===== src/rtl/sram_fifo_ctrl.sv =====
// ---------------------------------------------------------------------------
// sram_fifo_ctrl
//
// Ready/valid FIFO controller that sequences an external dual-port SRAM with
// a fixed read latency. Producer words go straight into the SRAM. Reads are
// issued ahead of demand as long as read credits remain. Returning read data
// lands in a small skid FIFO, so the consumer can stall without losing words
// that are already in flight.
//
// Optional feature macro: SRAM_FIFO_CTRL_ERR_EN
//   defined     : err_o is a sticky protocol/consistency error flag
//   not defined : err_o is tied low and no checking logic is built
//
// Parameters
//   WIDTH    data width (equal to the SRAM word width)
//   DEPTH    SRAM entries, power of two >= 2
//   LATENCY  SRAM ren_i -> vld_o latency in cycles, >= 1
//   ADDR_W   SRAM address width
//   SKID_D   skid buffer entries, which is also the number of read credits
//
// Ports
//   clk_i         clock, rising edge
//   rst_ni        asynchronous reset, active low
//   in_valid_i    producer has data
//   in_data_i     producer data
//   in_ready_o    controller accepts (push = in_valid_i & in_ready_o)
//   out_valid_o   head of output stream valid
//   out_data_o    head of output stream data
//   out_ready_i   consumer accepts (pop = out_valid_o & out_ready_i)
//   sram_wen_o    SRAM write enable
//   sram_waddr_o  SRAM write address
//   sram_wdata_o  SRAM write data
//   sram_ren_o    SRAM read enable
//   sram_raddr_o  SRAM read address
//   sram_rdata_i  SRAM read data
//   sram_rvld_i   SRAM read data valid
//   level_o       total held entries (SRAM + in flight + skid), registered
//   err_o         sticky protocol error
// ---------------------------------------------------------------------------
module sram_fifo_ctrl #(
    parameter int WIDTH   = 8,
    parameter int DEPTH   = 8,
    parameter int LATENCY = 5,
    parameter int ADDR_W  = $clog2(DEPTH),
    parameter int SKID_D  = LATENCY + 1
) (
    input  logic                                clk_i,
    input  logic                                rst_ni,
    input  logic                                in_valid_i,
    input  logic [WIDTH-1:0]                    in_data_i,
    output logic                                in_ready_o,
    output logic                                out_valid_o,
    output logic [WIDTH-1:0]                    out_data_o,
    input  logic                                out_ready_i,
    output logic                                sram_wen_o,
    output logic [ADDR_W-1:0]                   sram_waddr_o,
    output logic [WIDTH-1:0]                    sram_wdata_o,
    output logic                                sram_ren_o,
    output logic [ADDR_W-1:0]                   sram_raddr_o,
    input  logic [WIDTH-1:0]                    sram_rdata_i,
    input  logic                                sram_rvld_i,
    output logic [$clog2(DEPTH+SKID_D+1)-1:0]   level_o,
    output logic                                err_o
);

    localparam int CNT_W = $clog2(DEPTH + 1);
    localparam int CR_W  = $clog2(SKID_D + 1);
    localparam int SUM_W = CR_W + 1;
    localparam int SP_W  = (SKID_D > 1) ? $clog2(SKID_D) : 1;
    localparam int LVL_W = $clog2(DEPTH + SKID_D + 1);

    // Skid pointers wrap at SKID_D, which need not be a power of two.
    function automatic logic [SP_W-1:0] skid_ptr_inc(input logic [SP_W-1:0] p);
        if (p == SP_W'(SKID_D - 1)) begin
            return '0;
        end
        return p + SP_W'(1);
    endfunction

    // SRAM pointers rely on DEPTH being a power of two for natural wrap.
    function automatic logic [ADDR_W-1:0] addr_inc(input logic [ADDR_W-1:0] a);
        return a + ADDR_W'(1);
    endfunction

    // Control state
    logic [ADDR_W-1:0] wr_ptr,   wr_ptr_d;
    logic [ADDR_W-1:0] rd_ptr,   rd_ptr_d;
    logic [CNT_W-1:0]  sram_cnt, sram_cnt_d;
    logic [CR_W-1:0]   inflight, inflight_d;
    logic [CR_W-1:0]   skid_cnt, skid_cnt_d;
    logic [SP_W-1:0]   skid_wp,  skid_wp_d;
    logic [SP_W-1:0]   skid_rp,  skid_rp_d;
    logic [LVL_W-1:0]  level_q,  level_d;

    // Skid storage (data only, never reset)
    logic [WIDTH-1:0]  skid_mem [SKID_D];

    logic push;
    logic pop;
    logic ren;
    logic skid_empty;
    logic skid_wr;
    logic skid_rd;
    logic credit_ok;

    // -----------------------------------------------------------------------
    // Stage p0: combinational handshakes and SRAM request generation
    // -----------------------------------------------------------------------
    assign in_ready_o = (sram_cnt < CNT_W'(DEPTH));
    assign push       = in_valid_i & in_ready_o;

    // Every word that is in flight or parked in the skid consumes a credit,
    // so a read is only issued when the skid is guaranteed to have room for
    // its data when it returns.
    assign credit_ok  = (SUM_W'(inflight) + SUM_W'(skid_cnt)) < SUM_W'(SKID_D);
    assign ren        = (sram_cnt != '0) & credit_ok;

    assign sram_wen_o   = push;
    assign sram_waddr_o = wr_ptr;
    assign sram_wdata_o = in_data_i;
    assign sram_ren_o   = ren;
    assign sram_raddr_o = rd_ptr;

    // When the skid is empty, returning SRAM data is presented directly so
    // a word is visible on the cycle it arrives and a continuously popping
    // consumer never sees a bubble. If the consumer stalls, the word is
    // captured into the skid and held from there on the following cycles.
    assign skid_empty  = (skid_cnt == '0);
    assign out_valid_o = ~skid_empty | sram_rvld_i;
    assign out_data_o  = skid_empty ? sram_rdata_i : skid_mem[skid_rp];
    assign pop         = out_valid_o & out_ready_i;

    assign skid_wr = sram_rvld_i & ~(pop & skid_empty);
    assign skid_rd = pop & ~skid_empty;

    always_comb begin
        wr_ptr_d   = push ? addr_inc(wr_ptr) : wr_ptr;
        rd_ptr_d   = ren  ? addr_inc(rd_ptr) : rd_ptr;
        sram_cnt_d = sram_cnt + CNT_W'(push) - CNT_W'(ren);
        inflight_d = inflight + CR_W'(ren) - CR_W'(sram_rvld_i);
        skid_cnt_d = skid_cnt + CR_W'(skid_wr) - CR_W'(skid_rd);
        skid_wp_d  = skid_wr ? skid_ptr_inc(skid_wp) : skid_wp;
        skid_rp_d  = skid_rd ? skid_ptr_inc(skid_rp) : skid_rp;
        level_d    = LVL_W'(sram_cnt_d) + LVL_W'(inflight_d) + LVL_W'(skid_cnt_d);
    end

    // -----------------------------------------------------------------------
    // Stage p1: registered control state
    // -----------------------------------------------------------------------
    always_ff @(posedge clk_i or negedge rst_ni) begin
        if (!rst_ni) begin
            wr_ptr   <= '0;
            rd_ptr   <= '0;
            sram_cnt <= '0;
            inflight <= '0;
            skid_cnt <= '0;
            skid_wp  <= '0;
            skid_rp  <= '0;
            level_q  <= '0;
        end else begin
            wr_ptr   <= wr_ptr_d;
            rd_ptr   <= rd_ptr_d;
            sram_cnt <= sram_cnt_d;
            inflight <= inflight_d;
            skid_cnt <= skid_cnt_d;
            skid_wp  <= skid_wp_d;
            skid_rp  <= skid_rp_d;
            level_q  <= level_d;
        end
    end

    always_ff @(posedge clk_i) begin
        if (skid_wr) begin
            skid_mem[skid_wp] <= sram_rdata_i;
        end
    end

    assign level_o = level_q;

`ifdef SRAM_FIFO_CTRL_ERR_EN
    // -----------------------------------------------------------------------
    // Stage p1: protocol checking
    // -----------------------------------------------------------------------
    logic             stall_p1;
    logic [WIDTH-1:0] data_p1;
    logic             err_q;
    logic             err_set;

    // A stalled producer must keep valid high and data unchanged. Data from
    // the SRAM must match an outstanding read and find room in the skid.
    always_comb begin
        err_set = 1'b0;
        if (sram_rvld_i && (inflight == '0)) begin
            err_set = 1'b1;
        end
        if (sram_rvld_i && (skid_cnt == CR_W'(SKID_D))) begin
            err_set = 1'b1;
        end
        if (stall_p1 && (!in_valid_i || (in_data_i != data_p1))) begin
            err_set = 1'b1;
        end
    end

    always_ff @(posedge clk_i or negedge rst_ni) begin
        if (!rst_ni) begin
            stall_p1 <= 1'b0;
            err_q    <= 1'b0;
        end else begin
            stall_p1 <= in_valid_i & ~in_ready_o;
            err_q    <= err_q | err_set;
        end
    end

    always_ff @(posedge clk_i) begin
        data_p1 <= in_data_i;
    end

    assign err_o = err_q;
`else
    assign err_o = 1'b0;
`endif

endmodule


===== config.mk =====
export PLATFORM = sky130hd
export DESIGN_NAME = sram_fifo_ctrl
export DESIGN_NICKNAME = d
export VERILOG_FILES = /design/src/rtl/sram_fifo_ctrl.sv
export SDC_FILE = /design/constraint.sdc
export NUM_CORES = 1
export LEC_CHECK = 0
export ABC_AREA = 1
export ABC_CLOCK_PERIOD_IN_PS = 4780
export CAP_MARGIN = 10
export CELL_PAD_IN_SITES_DETAIL_PLACEMENT = 1
export CELL_PAD_IN_SITES_GLOBAL_PLACEMENT = 1
export CORE_ASPECT_RATIO = 0.9
export CORE_MARGIN = 4
export CORE_UTILIZATION = 32
export CTS_CLUSTER_DIAMETER = 80
export CTS_CLUSTER_SIZE = 20
export DETAILED_ROUTE_END_ITERATION = 8
export GPL_TIMING_DRIVEN = 0
export PLACE_DENSITY = 0.61
export SLEW_MARGIN = 20
export SYNTH_ARGS = -nofsm -noshare
export SYNTH_HDL_FRONTEND = slang
export SYNTH_SLANG_ARGS = --single-unit

===== constraint.sdc =====
create_clock -name clk_i -period 4.78 [get_ports clk_i]
set_input_delay 1.195 -clock clk_i [delete_from_list [all_inputs] [get_ports clk_i]]
set_output_delay 1.195 -clock clk_i [all_outputs]
set_load 0.1 [all_outputs]

# --- Word level (Yosys, flattened, before mapping) ---
# Memories as Yosys holds them, arrays and structs flattened.
# Cells that the tools add are included.
totals:
  mem_bits_rw: 48
  latchBits: 0
  n_memories: 1
  wordCells: 46
  regBits: 26
  romBits: 0
mem_list:
  columns: ["name", "words", "word_bits", "read_ports", "rd_ports_with_merged_regs", "wr", "line_no", "source"]
  rows:
  - ["skid_mem", 6, 8, 1, 0, 1, "96", "logic [WIDTH-1:0] skid_mem [SKID_D];"]
op_classes:
  n_mux: 9
  n_addsub: 13
  order_cmp: 2
  eq_ne: 2
  n_shift: 0
  n_reduce_logical: 2
  mul: 0
  n_bitwise: 9
  div: 0
op_table:
  columns: ["op", "count"]
  rows:
  - ["adder 3 x 1 -> 3 bit (second input constant)", 4]
  - ["2-to-1 mux 3 bit", 4]
  - ["adder 4 x 3 -> 4 bit", 2]
  - ["2-to-1 mux 8 bit", 1]
  - ["adder 3 x 1 -> 3 bit", 2]
  - ["AND 1 bit", 6]
  - ["== test 3 bit (second input constant)", 2]
  - ["subtractor 3 x 1 -> 3 bit", 2]
  - ["adder 3 x 3 -> 4 bit", 1]
  - ["adder 4 x 1 -> 4 bit", 1]
  - ["less-than comparator 4 x 3 -> 1 bit (second input constant)", 1]
  - ["less-than comparator 4 bit (second input constant)", 1]
  - ["2-to-1 mux 1 bit", 4]
  - ["nonzero test 4 bit", 1]
  - ["subtractor 4 x 1 -> 4 bit", 1]
  - ["logical NOT 3 bit", 1]
  - ["inverter 1 bit", 2]
  - ["OR 1 bit", 1]

# --- Longest topological paths before layout ---
# Gate-level depths: netlist of the first run.
logic_depth:
  ltp_word: 10
  ltp_mapped: 21
  ltp_nobuf: 21

# --- Worst setup path before layout of the first run ---
# OpenSTA, ideal clock, no wires.
synth_path:
  kind: "input to register"
  from: "input port in_valid_i"
  to: "register level_q[3], in the netlist level_o[3]"
  t_arrival_ns: 4.921
  setup_ns: 0.117
  path_slack_ns: -0.258
  path_stages: 13
  cell_sequence: "inv_1 nor2_1 ha_1 inv_1 fa_1 fa_1 inv_1 ha_1 inv_1 fa_1 xnor2_1 nand3b_1 nand2_1"
synth_between:
  elab_chain_cells: 5
synth_rtl:
  columns: ["element", "line_no", "source"]
  rows:
  - ["start: declaration", "49", "input logic in_valid_i,"]
  - ["AND 1 bit", "110", "assign push = in_valid_i & in_ready_o;"]
  - ["net sram_wen_o", "55", "output logic sram_wen_o,"]
  - ["adder 4 x 1 -> 4 bit", "139", "sram_cnt_d = sram_cnt + CNT_W'(push) - CNT_W'(ren);"]
  - ["subtractor 4 x 1 -> 4 bit", "139", null]
  - ["adder 4 x 3 -> 4 bit (2 in a row)", "144", "level_d = LVL_W'(sram_cnt_d) + LVL_W'(inflight_d) + LVL_W'(skid_cnt_d);"]
  - ["net level_d[3]", "93", "logic [LVL_W-1:0] level_q, level_d;"]
  - ["end signal: assignment", "168", "level_q <= level_d;"]
  - ["end: declaration", "93", null]
# The timed path passes the listed nets, and every way through them passes these cells.
# A chain may end at the register's enable or synchronous reset.

# --- Final worst setup path of the first run ---
layout_path:
  from: "input port out_ready_i"
  to: "register level_q[3], in the netlist level_o[3]"
layout_between:
  elab_cells_between_ends: 8
layout_rtl:
  columns: ["element", "line_no", "source"]
  rows:
  - ["start: declaration", "54", "input logic out_ready_i,"]
  - ["AND 1 bit", "131", "assign pop = out_valid_o & out_ready_i;"]
  - ["AND 1 bit", "134", "assign skid_rd = pop & ~skid_empty;"]
  - ["net skid_rd", "103", "logic skid_rd;"]
  - ["subtractor 3 x 1 -> 3 bit", "141", "skid_cnt_d = skid_cnt + CR_W'(skid_wr) - CR_W'(skid_rd);"]
  - ["net skid_cnt_d[2]", "90", "logic [CR_W-1:0] skid_cnt, skid_cnt_d;"]
  - ["adder 4 x 3 -> 4 bit", "144", null]
  - ["net level_d[3]", "93", null]
# The timed path passes the listed nets, and every way through them passes these cells.

==> flow_metrics.tcl, run 1 <==
set metrics [dict create \
    cp-startpoint "out_ready_i" \
    grt_pass1_vias 2924 \
    syn_area_um2 3680 \
    min_from "sram_waddr_o[2]$_DFFE_PN0P_" \
    slew_violations 0 \
    grt_use_total 0.150 \
    num_vias 2592 \
    ys_types 27 \
    syn_nets 412 \
    vias_per_cell 4.45 \
    clk_latency_ns 0.33 \
    cts_sinks 74 \
    synthAdderAreaFrac 0.0912 \
    synth_compound_area_frac 0.0170 \
    fin_nets 468 \
    hold_viol 0 \
    maxSlewHeadroom 0.284 \
    path_class "input pin to flip-flop" \
    drt-initial-drc-count 140 \
    grt_pass1_wl_mm 15.1 \
    worst_slew_pin_slew_ns 1.07 \
    muxShareOfSynthArea 0.00306 \
    avgSynthCellArea_um2 9.97 \
    fmax_mhz 225 \
    grt_max_degree 27 \
    drc 0 \
    place_congestion 0.714 \
    synth_xor_area_frac 0.0238 \
    cap_violations 0 \
    core_area_um2 11000 \
    rr_startpoint "skid_cnt[0]$_DFF_PN0_" \
    cts_tree "yes" \
    syn2layout_area_growth_pct 25.4 \
    start_util 0.333 \
    place_hpwl_mm 6.29 \
    die-height_um 110 \
    htreeDepth 3 \
    min_path_type "flip-flop to flip-flop" \
    synthSimpleGateAreaFrac 0.192 \
    status "completed" \
    dieArea_um2 13300 \
    worstPathRequired_ns 5.00 \
    finalSetupTns_ns 0 \
    rows 36 \
    r2r_cells 18 \
    syn_inst 369 \
    cp_data_arrival_time_ns 4.66 \
    synth_warnings 0 \
    wirelength_mm 8.92 \
    wl_per_cell_um 15.3 \
    diodes 0 \
    drive_gt1_frac 0.109 \
    die_w_um 121 \
    cts.path.max_buffers 2 \
    cts_root_buf "clkbuf_16" \
    crit_fanout 4 \
    clock_skew_ns 0.00655 \
    first_pass_iters 4 \
    crit_path_start_kind "input pin" \
    synth_top_family_by_area "simple AND/OR/NAND/NOR gates" \
    ys_seq_area_frac 0.569 \
    overflow 0 \
    port_buffers 42 \
    antenna_found_initial 0 \
    min_period_ns 4.44 \
    final_util 0.418 \
    ant_nets 0 \
    setup-violations-final 0 \
    post-route-period-util 0.929 \
    endpoint_kind "flip-flop" \
    min_path_cells 1 \
    numCtsBuffers 9 \
    synth_seq_cells 74 \
    io_pins 52 \
    clkTransAtPathRegs_ns 0.05 \
]
==> cells in the mapped netlist, drive strengths merged <==
master  number  share of area
nand2       82          0.084
inv         69          0.070
edfxtp      48           0.39
nand3       43          0.059
dfrtp       26           0.18
nor2        26          0.028
buf         18          0.032
ha          14          0.048
fa           8          0.044
a21oi        7         0.0095
xor2         7          0.017
nor3         4         0.0054
or2          4         0.0068
nand4        3         0.0051
xnor2        3         0.0071
nand3b       2         0.0041
o21ai        2         0.0058
conb         1         0.0010
mux2         1         0.0031
o22ai        1         0.0017
==> final timing paths <==
| kind | slack, ns | to |
|---|---|---|
| setup reg to reg | 0.50 | level_o[3]$_DFF_PN0_ |
| setup / recovery | 0.34 | level_o[3]$_DFF_PN0_ |
| max in group asynchronous | 3.50 | sram_raddr_o[0]$_DFFE_PN0P_ |
| min in group asynchronous | 0.88 | sram_cnt[0]$_DFF_PN0_ |
| hold reg to reg | 0.47 | sram_waddr_o[2]$_DFFE_PN0P_ |
| hold / removal | 0.47 | sram_waddr_o[2]$_DFFE_PN0P_ |
==> timing repair <==
| item | 4_1_cts | 5_1_grt |
|---|---|---|
| setup endpoints to repair | 0 | 1 |
| endpoints found under the hold margin | 0 | 0 |
| buffers inserted | 0 | 1 |
| gates resized for setup | 0 | 1 |
| hold buffers | 0 | 0 |
==> placed cells by master, fill, tap and decap left out, types with 2 or more instances in the layout <==
| master | n |
|---|---|
| ha_1 | 14 |
| buf_2 | 9 |
| nor3_2 | 2 |
| clkinv_1 | 2 |
| clkdlybuf4s50_1 | 41 |
| edfxtp_1 | 48 |
| nand2_1 | 81 |
| or2_1 | 3 |
| inv_1 | 68 |
| fa_1 | 8 |
| a21oi_1 | 7 |
| dfrtp_1 | 26 |
| nand4_1 | 3 |
| xor2_1 | 7 |
| clkinv_2 | 3 |
| nand3_1 | 43 |
| buf_4 | 12 |
| nor2_1 | 23 |
| nand3b_1 | 2 |
| nor2_2 | 3 |
| xnor2_1 | 2 |
| nor3_1 | 2 |
| clkbuf_16 | 9 |
==> per-stage QoR <==
step / area (um^2) / setup slack (ns) / hold slack [ns] / std cells
final: 4610 / 0.341 / 0.465 / 582
after global routing: 4610 / -0.00708 / 0.510 / 582
after CTS: 4600 / 0.0900 / 0.474 / 581
after detailed placement: 4310 / -0.241 / 0.464 / 565
after global placement: 4290 / -0.178 / 0.458 / 563
after floorplan: 3680 / 0.170 / 0.471 / 369
==> per-layer routing <==
layer,up-vias,GRT usage,routed length [um]
li1,1274,-,-
met1,1264,0.195,3980
met2,50,0.248,4380
met3,4,0.0329,470
met4,0,0.0574,89
met5,-,0,0
==> area by class of cell <==
class / instances / area, um^2
fill: 1256 / 6420
sequential: 74 / 2090
multi-input combinational: 208 / 1230
timing repair buffer: 45 / 438
inverter: 69 / 259
clock buffer: 9 / 225
tap: 152 / 190
buffer: 18 / 119
clock inverter: 7 / 60.1
==> kinds of logic (layout without fill, tap and decap cells) <==
family	count (synthesis)	count (layout)
AOI/OAI and AO/OA	10	10
xor gates and xnor gates	10	10
adders and majority gates	22	22
buffers and inverters	87	148
DFF	74	74
muxes	1	1
other	1	1
and+or+nand+nor	164	164
==> worst max-delay path: stages <==
cell	delay [ns]
clkdlybuf4s50_1	0.52
nand2_1	0.13
inv_1	0.13
ha_1	0.23
inv_1	0.06
ha_1	0.14
inv_1	0.05
fa_1	0.37
xor2_1	0.18
xor2_1	0.22
inv_1	0.08
fa_1	0.49
fa_1	0.48
xnor2_2	0.19
nand3b_1	0.13
nand2_1	0.06
==> registers in the layout (all words and copies together), names as in the netlist <==
signal / count
inflight: 3
sram_waddr_o: 3
skid_mem: 48
skid_wp: 3
sram_raddr_o: 3
skid_cnt: 3
skid_rp: 3
level_o: 4
sram_cnt: 4
Power of run 1 is not shown: default switching activity piles up to over one toggle a cycle in this logic, so the estimate is an artifact.
==> inputs of run 2 (changes only) <==
--- a/config.mk
+++ b/config.mk
@@ -6,7 +6,7 @@
 export NUM_CORES = 1
 export LEC_CHECK = 0
 export ABC_AREA = 1
-export ABC_CLOCK_PERIOD_IN_PS = 4780
+export ABC_CLOCK_PERIOD_IN_PS = 4500
 export CAP_MARGIN = 10
 export CELL_PAD_IN_SITES_DETAIL_PLACEMENT = 1
 export CELL_PAD_IN_SITES_GLOBAL_PLACEMENT = 1
@@ -16,7 +16,6 @@
 export CTS_CLUSTER_DIAMETER = 80
 export CTS_CLUSTER_SIZE = 20
 export DETAILED_ROUTE_END_ITERATION = 8
-export GPL_TIMING_DRIVEN = 0
 export PLACE_DENSITY = 0.61
 export SLEW_MARGIN = 20
 export SYNTH_ARGS = -nofsm -noshare
==> constraint.sdc (replaced) <==
create_clock -name clk_i -period 4.5 [get_ports clk_i]
set_input_delay 1.125 -clock clk_i [delete_from_list [all_inputs] [get_ports clk_i]]
set_output_delay 1.125 -clock clk_i [all_outputs]
set_load 0.1 [all_outputs]
==> flow_metrics.tcl, run 2 (same netlist as run 1, synthesis figures left out) <==
set metrics [dict create \
    cts_sinks 74 \
    post-route-period-util 0.944 \
    cp_slowest_cell "clkdlybuf4s50_1" \
    cap_violations 0 \
    diodes 0 \
    drc 0 \
    r2r_end "level_o[3]$_DFF_PN0_" \
    drive_gt1_frac 0.119 \
    cp_cell_sequence "clkdlybuf4s50_1, inv_1, o21ai_4, ha_1, inv_1, ha_1, inv_1, fa_1, xor2_1, xor2_1, inv_1, fa_1, fa_1, xnor2_1, nand3b_1, nand2_1" \
    min_path_type "flip-flop to flip-flop" \
    htreeDepth 3 \
    clkTransAtPathRegs_ns 0.06 \
    syn2layout_area_growth_pct 22.0 \
    worst_slew_pin_slew_ns 1.05 \
    cts_root_buf "clkbuf_16" \
    fmax_mhz 235 \
    worstPathRequired_ns 4.72 \
    grt_max_degree 32 \
    min_from "sram_waddr_o[2]$_DFFE_PN0P_" \
    maxSlewHeadroom 0.300 \
    crit_family "adder cells" \
    cp_data_arrival_time_ns 4.47 \
    wl_per_cell_um 15.2 \
    hold_buffers 0 \
    die-height_um 110 \
    clk_latency_ns 0.34 \
    drt-initial-drc-count 71 \
    path_buf_inv 5 \
    port_buffers 34 \
    grt_pass1_vias 2801 \
    nFillCells 1237 \
    overflow 0 \
    cts.path.max_buffers 2 \
    min_path_cells 1 \
    finalSetupTns_ns 0 \
    layout.cells.most_common "nand2_1" \
    die_w_um 121 \
    ant_nets 0 \
    endpoint_kind "flip-flop" \
    antenna_found_initial 0 \
    vias_per_cell 4.43 \
    crit_fanout 3 \
    fin_nets 450 \
    ff_latch_area_um2 2090 \
    grt_pass1_wl_mm 14.4 \
    core_area_um2 11000 \
    clock_skew_ns 0.00891 \
    place_congestion 0.838 \
    regMostFlops "skid_mem" \
    wirelength_mm 8.55 \
    place_hpwl_mm 5.88 \
    io_pins 52 \
    multi_input_area_um2 1220 \
    r2r_cells 19 \
    slowest_delay_ns 0.50 \
    path_class "input pin to flip-flop" \
    rsz0062_at_grt "false" \
    crit_path_start_kind "input pin" \
    first_pass_iters 4 \
    slew_violations 0 \
    regToRegSetupSlack_ns 0.28 \
    start_util 0.333 \
    min_period_ns 4.25 \
    largest_register_ff_count 48 \
    grt_use_total 0.145 \
    setup-violations-final 0 \
    num_vias 2501 \
    rr_startpoint "skid_cnt[0]$_DFF_PN0_" \
    cts_tree "yes" \
    hold_viol 0 \
    hold_end "sram_waddr_o[2]$_DFFE_PN0P_" \
    rows 36 \
    status "completed" \
    mostFrequentLayoutCells "nand2_1, inv_1, edfxtp_1, nand3_1, dfrtp_1" \
    dieArea_um2 13300 \
    numCtsBuffers 9 \
    cp_common_cell "inv_1" \
]
[run 2: changes by cell type in the layout (fill, tap and decap cells not counted), moves of 2 or more]
| cell | change |
|---|---|
| clkdlybuf4s50_1 | -18 |
| nor3_1 | +2 |
| clkinv_1 | -2 |
| clkinvlp_4 | +2 |
| buf_2 | -9 |
| inv_1 | -2 |
| buf_4 | +10 |
| nor3_2 | -2 |
| clkinv_2 | -2 |
[run 2: final cells by class]
type / instances / area share
well taps: 152 / 0.0424
inverters: 69 / 0.0594
multi-input cells: 208 / 0.273
clock inverters: 6 / 0.0201
clock buffers: 10 / 0.0510
flip-flops and latches: 74 / 0.466
repair buffers: 45 / 0.0881
[run 2: per-stage QoR]
step | utilization | hold WS (ns) | instances | area (um^2) | worst slack, ns
5_1_grt | 0.406 | 0.508 | 564 | 4490 | 0.0475
3_3_place_gp | 0.376 | 0.462 | 548 | 4150 | -0.0193
4_1_cts | 0.405 | 0.477 | 564 | 4470 | 0.140
3_5_place_dp | 0.376 | 0.464 | 548 | 4150 | -0.122
2_1_floorplan | - | 0.471 | 369 | 3690 | 0.0513
6_report | 0.406 | 0.470 | 564 | 4490 | 0.250
[run 2: how the worst max path moves through the flow]
stage               slack [ns]             startpoint  cells after the start                   end
floorplan                 0.05  skid_cnt[0]$_DFF_PN0_                     19  level_o[3]$_DFF_PN0_
global placement         -0.02            out_ready_i                     16  level_o[3]$_DFF_PN0_
finish                    0.25            out_ready_i                     16  level_o[3]$_DFF_PN0_
CTS                       0.14  skid_cnt[0]$_DFF_PN0_                     18  level_o[3]$_DFF_PN0_
detailed placement       -0.12            out_ready_i                     16  level_o[3]$_DFF_PN0_
global route              0.05  skid_cnt[0]$_DFF_PN0_                     20  level_o[3]$_DFF_PN0_
[run 2: metal layers]
metal	share of wire	track usage	vias to the layer above	wire length, um
li1	-	-	1237	-
met1	0.47	0.182	1216	4000
met2	0.48	0.245	31	4100
met3	0.029	0.0237	17	247
met4	0.024	0.0728	0	208
met5	0	0	-	0
[run 2: what timing repair did]
action                     CTS  global route
buffers inserted             0             0
setup endpoints to repair    0             1
hold endpoints to repair     0             0
resized for setup            0             2
Power of run 2 is left out for the same reason.
==> inputs of run 3 (changes only) <==
--- a/config.mk
+++ b/config.mk
@@ -16,8 +16,9 @@
 export CTS_CLUSTER_DIAMETER = 80
 export CTS_CLUSTER_SIZE = 20
 export DETAILED_ROUTE_END_ITERATION = 8
+export GPL_ROUTABILITY_DRIVEN = 0
 export PLACE_DENSITY = 0.61
-export SLEW_MARGIN = 20
+export SLEW_MARGIN = 40
 export SYNTH_ARGS = -nofsm -noshare
 export SYNTH_HDL_FRONTEND = slang
 export SYNTH_SLANG_ARGS = --single-unit
==> flow_metrics.tcl, run 3 (same netlist as run 1, synthesis figures left out) <==
set metrics [dict create \
    cp_common_cell "inv_1" \
    crit_path_start_kind "input pin" \
    regToRegSetupSlack_ns 0.30 \
    min_period_ns 4.22 \
    worstPathRequired_ns 4.73 \
    rows 36 \
    grt_use_met2 0.244 \
    largest_register_ff_count 48 \
    rr_startpoint "skid_cnt[0]$_DFF_PN0_" \
    syn2layout_area_growth_pct 20.6 \
    grt_pass1_wl_mm 14.2 \
    clock_skew_ns 0.00777 \
    dieArea_um2 13300 \
    cp_slowest_cell "clkdlybuf4s50_1" \
    drive_gt1_frac 0.153 \
    post-route-period-util 0.939 \
    path_buf_inv 5 \
    numCtsBuffers 9 \
    io_pins 52 \
    hold_end "sram_waddr_o[2]$_DFFE_PN0P_" \
    min_path_type "flip-flop to flip-flop" \
    first_pass_iters 4 \
    layout.cells.most_common "nand2_1" \
    grt_use_total 0.145 \
    die-height_um 110 \
    overflow 0 \
    maxSlewHeadroom 0.572 \
    core_area_um2 11000 \
    rsz0062_at_grt "false" \
    cts_root_buf "clkbuf_16" \
    drt-initial-drc-count 73 \
    grt_use_met1 0.181 \
    cts_sinks 74 \
    crit_cells 16 \
    vias_per_cell 4.46 \
    min_path_cells 1 \
    endpoint_kind "flip-flop" \
    antenna_found_initial 0 \
    met3_usage 0.0242 \
    grt_max_degree 32 \
    worst_slew_pin_slew_ns 0.641 \
    crit_fanout 3 \
    setup-violations-final 0 \
    wirelength_mm 8.53 \
    slew_violations 0 \
    mostFrequentLayoutCells "nand2_1, inv_1, edfxtp_1, nand3_1, dfrtp_1" \
    cp_data_arrival_time_ns 4.45 \
    cts_resized 0 \
    place_hpwl_mm 5.91 \
    port_buffers 34 \
    r2r_end "level_o[3]$_DFF_PN0_" \
    die_w_um 121 \
    diodes 0 \
    ant_nets 0 \
    clk_latency_ns 0.34 \
    cp_cell_sequence "clkdlybuf4s50_1, inv_1, o21ai_4, ha_1, inv_1, ha_1, inv_1, fa_1, xor2_1, xor2_1, inv_1, fa_1, fa_1, xnor2_1, nand3b_1, nand2_1" \
    wl_per_cell_um 15.1 \
    slowest_delay_ns 0.50 \
    num_vias 2516 \
    crit_family "adder cells" \
    cap_violations 0 \
    grt_busiest_layer "met2" \
    fmax_mhz 237 \
    regMostFlops "skid_mem" \
    fin_nets 450 \
    path_class "input pin to flip-flop" \
    clkTransAtPathRegs_ns 0.06 \
    design_area_um2 4440 \
    cts.path.max_buffers 2 \
    start_util 0.333 \
    min_from "sram_waddr_o[2]$_DFFE_PN0P_" \
    grt_pass1_vias 2790 \
    holdWs_ns 0.474 \
    htreeDepth 3 \
    cts_tree "yes" \
    drc 0 \
    hold_viol 0 \
    placed_cell_area_um2 4110 \
    r2r_cells 19 \
    hold_buffers 0 \
    status "completed" \
    post-cts-setup-buffers 0 \
]
run 3: changes by cell type in the layout (fill, tap and decap cells not counted), sizes merged:
cell           delta
clkdlybuf4s50    -11
buf              +11
run 3: worst max path at each step:
stage / from / end
after floorplan: skid_cnt[0]$_DFF_PN0_ / level_o[3]$_DFF_PN0_
after global placement: out_ready_i / level_o[3]$_DFF_PN0_
after detailed placement: out_ready_i / level_o[3]$_DFF_PN0_
after CTS: skid_cnt[0]$_DFF_PN0_ / level_o[3]$_DFF_PN0_
after global routing: skid_cnt[0]$_DFF_PN0_ / level_o[3]$_DFF_PN0_
final: out_ready_i / level_o[3]$_DFF_PN0_
run 3: stage by stage:
stage / std cells / util / setup WS, ns / TNS [ns]
2_1_floorplan: 369 / - / 0.0513 / 0
3_3_place_gp: 548 / 0.376 / -0.0193 / -0.0193
3_5_place_dp: 548 / 0.372 / -0.123 / -0.123
4_1_cts: 564 / 0.401 / 0.172 / 0
5_1_grt: 564 / 0.402 / 0.0410 / 0
6_report: 564 / 0.402 / 0.276 / 0
run 3: routing by layer:
layer,up-vias,share of wire
li1,1237,-
met1,1222,0.46
met2,46,0.48
met3,11,0.043
met4,0,0.017
met5,-,0
run 3: final cells by class:
cell class | count | area, um^2
Clock buffer | 10 | 229
Multi-Input combinational cell | 208 | 1230
Sequential cell | 74 | 2090
Clock inverter | 6 | 90.1
Timing Repair Buffer | 45 | 340
Inverter | 69 | 267
Tap cell | 152 | 190
Fill cell | 1254 | 6600
run 3: worst register-to-register path: stages (launching register included):
cell        delay [ns]
dfrtp_1           0.40
nand2_1           0.10
inv_1             0.06
fa_1              0.47
nand3_1           0.16
nand3_2           0.18
clkinvlp_4        0.15
ha_1              0.31
inv_1             0.06
ha_1              0.16
inv_1             0.06
fa_1              0.51
fa_1              0.50
inv_1             0.07
ha_1              0.14
inv_1             0.04
fa_1              0.37
xnor2_1           0.18
nand3b_1          0.13
nand2_1           0.05
Power of run 3 is left out for the same reason.
